<file path="config.mk">
export PLATFORM = sky130hd
export DESIGN_NAME = multicycle_ctrl
export DESIGN_NICKNAME = d
export VERILOG_FILES = /design/src/rtl/multicycle_ctrl.sv
export SDC_FILE = /design/constraint.sdc
export NUM_CORES = 1
export LEC_CHECK = 0
export CAP_MARGIN = 20
export CORE_AREA = 2 2 50 52
export DETAILED_ROUTE_END_ITERATION = 8
export DIE_AREA = 0 0 52 54
export PLACE_DENSITY = 0.75
export SYNTH_ARGS = -nofsm -noshare
export SYNTH_HDL_FRONTEND = slang
export SYNTH_SLANG_ARGS = --single-unit
</file>
<file path="constraint.sdc">
create_clock -name clk -period 1.8 [get_ports clk]
set_input_delay 0.36 -clock clk [delete_from_list [all_inputs] [get_ports clk]]
set_output_delay 0.36 -clock clk [all_outputs]
set_load 0.01 [all_outputs]
</file>
<file path="src/rtl/multicycle_ctrl.sv">
// Multi-cycle MIPS-subset control FSM: FETCH/DECODE/EXEC/MEM/WB sequencing with a memory-ready stall watchdog.
// Optional feature macro: MULTICYCLE_CTRL_JUMP_EN adds the J instruction (JUMP state, pc_src=10).
module multicycle_ctrl #(
  parameter int OPW       = 6,
  parameter int ALUOPW    = 2,
  parameter int STALL_MAX = 15
) (
  input  logic              clk,
  input  logic              rst_n,
  input  logic [OPW-1:0]    opcode,
  input  logic              zero,
  input  logic              mem_ready,
  output logic [ALUOPW-1:0] ALUop,
  output logic              RegDst,
  output logic              ALUsrc,
  output logic              Br,
  output logic              ZeroCheck,
  output logic              pc_write,
  output logic [1:0]        pc_src,
  output logic              ir_write,
  output logic              mem_read,
  output logic              mem_write,
  output logic              reg_write,
  output logic              mem_to_reg,
  output logic              err_timeout
);

  localparam int CNTW = $clog2(STALL_MAX + 1);

  localparam logic [OPW-1:0] OP_R    = OPW'(6'b000000);
  localparam logic [OPW-1:0] OP_BEQ  = OPW'(6'b000100);
  localparam logic [OPW-1:0] OP_BNE  = OPW'(6'b000101);
  localparam logic [OPW-1:0] OP_ADDI = OPW'(6'b001000);
  localparam logic [OPW-1:0] OP_LW   = OPW'(6'b100011);
  localparam logic [OPW-1:0] OP_SW   = OPW'(6'b101011);
`ifdef MULTICYCLE_CTRL_JUMP_EN
  localparam logic [OPW-1:0] OP_J    = OPW'(6'b000010);
`endif

  typedef enum logic [3:0] {
    IDLE,
    FETCH,
    DECODE,
    EXEC_R,
    EXEC_I,
    EXEC_BR,
    MEM_ADDR,
    MEM_RD,
    MEM_WR,
    WB_R,
    WB_I,
    WB_MEM,
`ifdef MULTICYCLE_CTRL_JUMP_EN
    JUMP,
`endif
    HALT
  } state_t;

  state_t          state_q, state_d;
  logic [CNTW-1:0] cnt_q, cnt_d;
  logic            err_q, err_d;
  logic [OPW-1:0]  op_q, op_d;
  logic            stall;

  always_ff @(posedge clk or negedge rst_n) begin
    if (!rst_n) begin
      state_q <= IDLE;
      cnt_q   <= '0;
      err_q   <= 1'b0;
      op_q    <= '0;
    end else begin
      state_q <= state_d;
      cnt_q   <= cnt_d;
      err_q   <= err_d;
      op_q    <= op_d;
    end
  end

  always_comb begin
    state_d    = state_q;
    cnt_d      = '0;
    err_d      = err_q;
    op_d       = op_q;
    stall      = 1'b0;
    ALUop      = '0;
    RegDst     = 1'b0;
    ALUsrc     = 1'b0;
    Br         = 1'b0;
    ZeroCheck  = 1'b0;
    pc_write   = 1'b0;
    pc_src     = 2'b00;
    ir_write   = 1'b0;
    mem_read   = 1'b0;
    mem_write  = 1'b0;
    reg_write  = 1'b0;
    mem_to_reg = 1'b0;

    case (state_q)
      IDLE: state_d = FETCH;
      FETCH: begin
        mem_read = 1'b1;
        if (mem_ready) begin
          ir_write = 1'b1;
          pc_write = 1'b1;
          state_d  = DECODE;
        end else begin
          stall = 1'b1;
        end
      end
      DECODE: begin
        // ALU precomputes the branch target while the opcode is being decoded.
        ALUsrc = 1'b1;
        op_d   = opcode;
        case (opcode)
          OP_R:           state_d = EXEC_R;
          OP_ADDI:        state_d = EXEC_I;
          OP_BEQ, OP_BNE: state_d = EXEC_BR;
          OP_LW, OP_SW:   state_d = MEM_ADDR;
`ifdef MULTICYCLE_CTRL_JUMP_EN
          OP_J:           state_d = JUMP;
`endif
          default:        state_d = FETCH;
        endcase
      end
      EXEC_R: begin
        ALUop   = ALUOPW'(2'b10);
        state_d = WB_R;
      end
      EXEC_I: begin
        ALUsrc  = 1'b1;
        state_d = WB_I;
      end
      EXEC_BR: begin
        ALUop     = ALUOPW'(2'b01);
        Br        = 1'b1;
        ZeroCheck = (op_q == OP_BEQ);
        pc_write  = (zero == ZeroCheck);
        pc_src    = 2'b01;
        state_d   = FETCH;
      end
      MEM_ADDR: begin
        ALUsrc  = 1'b1;
        state_d = (op_q == OP_SW) ? MEM_WR : MEM_RD;
      end
      MEM_RD: begin
        mem_read = 1'b1;
        if (mem_ready) state_d = WB_MEM;
        else           stall   = 1'b1;
      end
      MEM_WR: begin
        mem_write = 1'b1;
        if (mem_ready) state_d = FETCH;
        else           stall   = 1'b1;
      end
      WB_R: begin
        reg_write = 1'b1;
        RegDst    = 1'b1;
        state_d   = FETCH;
      end
      WB_I: begin
        reg_write = 1'b1;
        state_d   = FETCH;
      end
      WB_MEM: begin
        reg_write  = 1'b1;
        mem_to_reg = 1'b1;
        state_d    = FETCH;
      end
`ifdef MULTICYCLE_CTRL_JUMP_EN
      JUMP: begin
        pc_write = 1'b1;
        pc_src   = 2'b10;
        state_d  = FETCH;
      end
`endif
      HALT:    state_d = HALT;
      default: state_d = IDLE;
    endcase

    // Watchdog: the STALL_MAX-th consecutive wait cycle parks the FSM in HALT.
    if (stall) begin
      if (cnt_q == CNTW'(STALL_MAX - 1)) begin
        state_d = HALT;
        err_d   = 1'b1;
      end else begin
        cnt_d = cnt_q + CNTW'(1);
      end
    end
  end

  assign err_timeout = err_q;

endmodule
</file>
; Word level (Yosys, flattened, before mapping)
; Index checks and enable logic that the tools add are counted.
[word_totals]
out_inout_bits = 15
in_bits = 10
elab_cells = 61
ff_bits = 15
[op_classes]
addsub = 1
reduce_logical = 10
mux = 25
eq_ne = 21
[op_table]
columns = cell, n
row1 = one-hot mux 4 bit (9 select lines), 1
row2 = two-way mux 4 bit, 8
row3 = "== test 4 bit, second input constant", 6
row4 = "== test 6 x 3 -> 1 bit, second input constant", 3
row5 = "== test 6 bit, second input constant", 3
row6 = "== test 4 x 3 -> 1 bit, second input constant", 4
row7 = two-way mux 1 bit, 13
row8 = one-hot mux 3 bit (4 select lines), 1
row9 = OR reduction 3 bit, 3
row10 = "== test 4 x 2 -> 1 bit, second input constant", 2
row11 = "== test 6 x 4 -> 1 bit, second input constant", 1
row12 = zero test 6 bit, 1
row13 = OR reduction 2 bit, 3
row14 = OR reduction 5 bit, 1
row15 = "adder 4 x 1 -> 4 bit, second input constant", 1
row16 = "== test 4 x 1 -> 1 bit, second input constant", 1
row17 = zero test 4 bit, 1
row18 = one-hot mux 2 bit (2 select lines), 1
row19 = one-hot mux 1 bit (2 select lines), 1
row20 = AND reduction 2 bit, 1
row21 = == test 1 bit, 1

; Logic depth before layout (Yosys ltp)
; Gate-level depths: netlist of the first run.
[depth]
word_depth = 6
mapped_depth = 6
mapped_depth_nobuf = 5

; Worst setup path before layout of the first run
; No wires, ideal clock.
[synth_timing]
path_type = reg2out
from = register state_q[3]
to = output pc_write
path_buffers = 1
t_arrival_ns = 1.166
path_stages_with_launch = 4
path_slack_ns = 0.274
required_ns = 1.440
path_cell_list = dfrtp_1 > clkbuf_1 > nor3_1 > a21o_1
[synth_between]
elab_chain_cells = 2
word_cells_on_any_way = 3
cone_classes = eq/ne: 2 / mux: 1
[synth_lines]
columns = element, line_no
row1 = start: declaration, 59  ; state_t state_q, state_d;
row2 = start signal: assignment, 72  ; state_q <= state_d;
row3 = == test 4 x 3 -> 1 bit / == test 4 x 1 -> 1 bit (equally long branches), 98  ; case (state_q)
row4 = one-hot mux 1 bit (2 select lines) *, 98
row5 = end: declaration, 18  ; output logic pc_write,
; Mark *: on every way between the ends. The rest lies on a longest branch, timed or not.

; Worst setup path in the final report of the first run
[layout_timing]
from = register op_q[3]
to = output pc_write
[layout_between]
elab_chain_cells = 3
[layout_lines]
columns = element, line_no
row1 = start: declaration, 62  ; logic [OPW-1:0] op_q, op_d;
row2 = start signal: assignment, 75  ; op_q <= op_d;
row3 = == test 6 x 3 -> 1 bit, 136  ; ZeroCheck = (op_q == OP_BEQ);
row4 = == test 1 bit, 137  ; pc_write = (zero == ZeroCheck);
row5 = one-hot mux 1 bit (2 select lines), 98
; Every way passes these cells.

==> results.yml, run 1 <==
run_status:
  status: "complete, but fails checks"
  violations: "negative setup slack"
finish:
  drive_above_1_share_pct: 38.1
  final_cell_area_um2: 1530
  final_nets: 173
  area_growth_pct: 48.2
  fin_cells: 190
  diodes: 0
worst_setup_path:
  critPathKind: "reg -> out"
  critPathLaunchType: "register"
  endpoint_kind: "output pin"
  max_stage_delay_ps: 390
  cp.required_ps: 1440
  path_max_fanout: 2
  critPathTopFamily: "simple AND/OR/NAND/NOR gates"
  cp_slowest_cell: "dfrtp_1"
  path_cells: "nor4b_2 -> nand2_1 -> xor2_1 -> a21o_1 -> buf_2"
  critPathArrivalTime_ps: 1520
  worst-path-buf-inv: 1
drt:
  drt_pass1_iterations: 4
  wl_mm: 2.61
  drc: 0
  num_vias: 1002
  wire_per_inst_um: 13.7
  vias_per_cell: 5.27
  drt_iter0_markers: 25
  drtAntennaViolNets: 0
floorplanning:
  fp.dieW_um: 52
  die_area_um2: 2810
  coreArea_um2: 2320
  die_h_um: 54
  initial_utilization_pct: 44.4
  core.rowCount: 18
  io_pins: 25
yosys:
  synth_edf_count: 0
  ys_seq_area_share_pct: 36.4
  yosys-top-cells-count: "nor2_1 (18), dfrtp_1 (15), nor3_1 (7)"
  ys_types: 41
  synth_top_family_by_area: "simple AND/OR/NAND/NOR gates"
  syn_area_um2: 1030
  yosys.area.top_type: "dfrtp_1"
  synth.area.mux_share_pct: 6.55
  synth_compound_area_share_pct: 12.5
  synth-adder-area-share_pct: 2.43
  synthCells: 115
  synth_most_common_cell: "nor2_1"
  netlist.area_leader.share_pct: 36.4
  synth_seq_cells: 15
  synth-async-reset-ratio_pct: 100
  synthXorXnorAreaFrac_pct: 3.40
  ys.flop_type: "dfrtp_1"
  synthTopCellsByArea: "dfrtp_1 (36%), nor2_1 (6.6%), mux2_2 (6.6%), nor3_1 (3.4%), nand2b_1 (3.0%)"
  syn_avg_cell_area_um2: 8.97
  yosysWarningCount: 0
  synth_nets: 127
  yosys.area_share.simple_pct: 31.8
placement:
  place_area_um2: 1400
  dp_hpwl_mm: 1.93
  place_ws_ps: -398
  dp.cells: 180
  portBuffers: 23
  place_congestion: 0.872
grt:
  grt_pass1_wl_mm: 4.28
  antenna_found_initial: 0
  grt_overflow_total: 0
  grt_pass1_vias: 989
  grt_max_degree: 16
  track_usage_pct: 20.5
timing:
  report.final.slew_viol_count: 0
  finalSetupViolCount: 3
  min_period_ps: 1880
  tns_ps: -140
  hold_viol: 0
  fmax_mhz: 533
  period_share_pct: 104
  clock_skew_ps: 8.38
  fin_ws_ps: -75.5
  rsz0062_at_grt: "true"
clocking:
  cts_buffers: 3
  cts_tree: "yes"
  root_buffer: "clkbuf_4"
  cts.clk_slew.worst_paths_ps: 80
  clkLatencyLatePin_ps: 270
  clockBufferDepth: 2
  cts.sinks: 15
  ctsHoldBuffers: 0
  cts-htree-levels: 1
hold_path:
  hold_path_class: "in -> async"
power:
  peakVddDrop_mv: 0.798
  leakagePower_nw: 0.696
  power.density_nw_per_um2: 1270
run:
  max_cap_violations: 0
## logic make-up (layout without fill, tap and decap cells)
logic type	after synthesis	count (layout)
AOI/OAI and AO/OA	18	18
DFF	15	15
muxes	6	6
xor gates and xnor gates	4	4
other	1	1
buffers and inverters	12	57
and+or+nand+nor	57	57
adders and majority gates	2	2
## layout by cell type (no fill, tap or decap), types with 2 or more instances in the layout
master | synthesis | layout
xor2_1 | 3 | 2
nand3b_1 | 3 | 3
clkbuf_2 | 0 | 4
buf_2 | 3 | 3
nor2b_1 | 3 | 2
buf_6 | 1 | 3
clkbuf_4 | 0 | 3
o21ai_0 | 2 | 2
nor3_1 | 7 | 5
clkdlybuf4s50_1 | 0 | 10
buf_4 | 3 | 24
inv_1 | 4 | 4
nor3b_1 | 2 | 2
a211o_1 | 2 | 2
nand4b_1 | 2 | 2
mux2_2 | 6 | 5
nor2_1 | 18 | 16
nand2b_1 | 5 | 4
nand3_1 | 3 | 3
nand2_1 | 5 | 5
ha_1 | 2 | 2
dfrtp_1 | 15 | 13
dfrtp_2 | 0 | 2
dlygate4sd2_1 | 0 | 5
## layout make-up
| class | instances | area, um2 |
|---|---|---|
| clock buffer | 4 | 26.3 |
| fill | 196 | 792 |
| inverter | 4 | 15.0 |
| multi-input combinational | 88 | 678 |
| sequential | 15 | 378 |
| tap | 30 | 37.5 |
| timing repair buffer | 49 | 393 |
## stage by stage
stage / power (mW) / util [%] / hold WS [ps]
final: 1.94 / 65.9 / 392
after global routing: 2.09 / 65.9 / 418
after CTS: 1.80 / 62.8 / 393
after detailed placement: 1.59 / 60.2 / 459
after global placement: 1.55 / 60.2 / 453
after floorplan: 1.14 / - / 64.4
## layer usage
| layer | global-route usage, % | wire [um] |
|---|---|---|
| met1 | 25.1 | 1150 |
| met2 | 37.3 | 1330 |
| met3 | 1.94 | 105 |
| met4 | 7.46 | 29 |
| met5 | 0 | 0 |
## report_power, final
part / internal [mW] / switching [mW] / leakage, nW
clock: 0.0857 / 0.0897 / 0.0150
sequential: 0.460 / 0.110 / 0.190
combinational: 0.620 / 0.573 / 0.491
total: 1.17 / 0.773 / 0.696
## state kept, by name, indices dropped and copies added, names as in the netlist
register / cells
cnt_q: 4
err_timeout: 1
op_q: 6
state_q: 4
## repair_timing
action | CTS | global route
pin swaps | 4 | 6
buffers inserted | 5 | 0
endpoints found under the hold margin | 0 | 0
gates resized for setup | 32 | 27
setup endpoints to repair | 13 | 22
gates cloned | 0 | 1
## final timing paths
path                             start           to  slack (ps)  cells after the start
max                            op_q[3]     pc_write         -80                      5
min                              rst_n     cnt_q[0]         390                      2
max reg2reg                 state_q[3]      op_q[3]          60                      6
min reg2reg                err_timeout  err_timeout         470                      1
max in group asynchronous        rst_n   state_q[0]        1230                      2
min in group clk           err_timeout  err_timeout         470                      1
No activity file was read; power rests on OpenSTA's default activity.
==> inputs of run 2 (changes only) <==
SLEW_MARGIN = 20   (was unset)
==> results of run 2 <==
No change in the layout: final DEF, timing and power equal those of run 1.
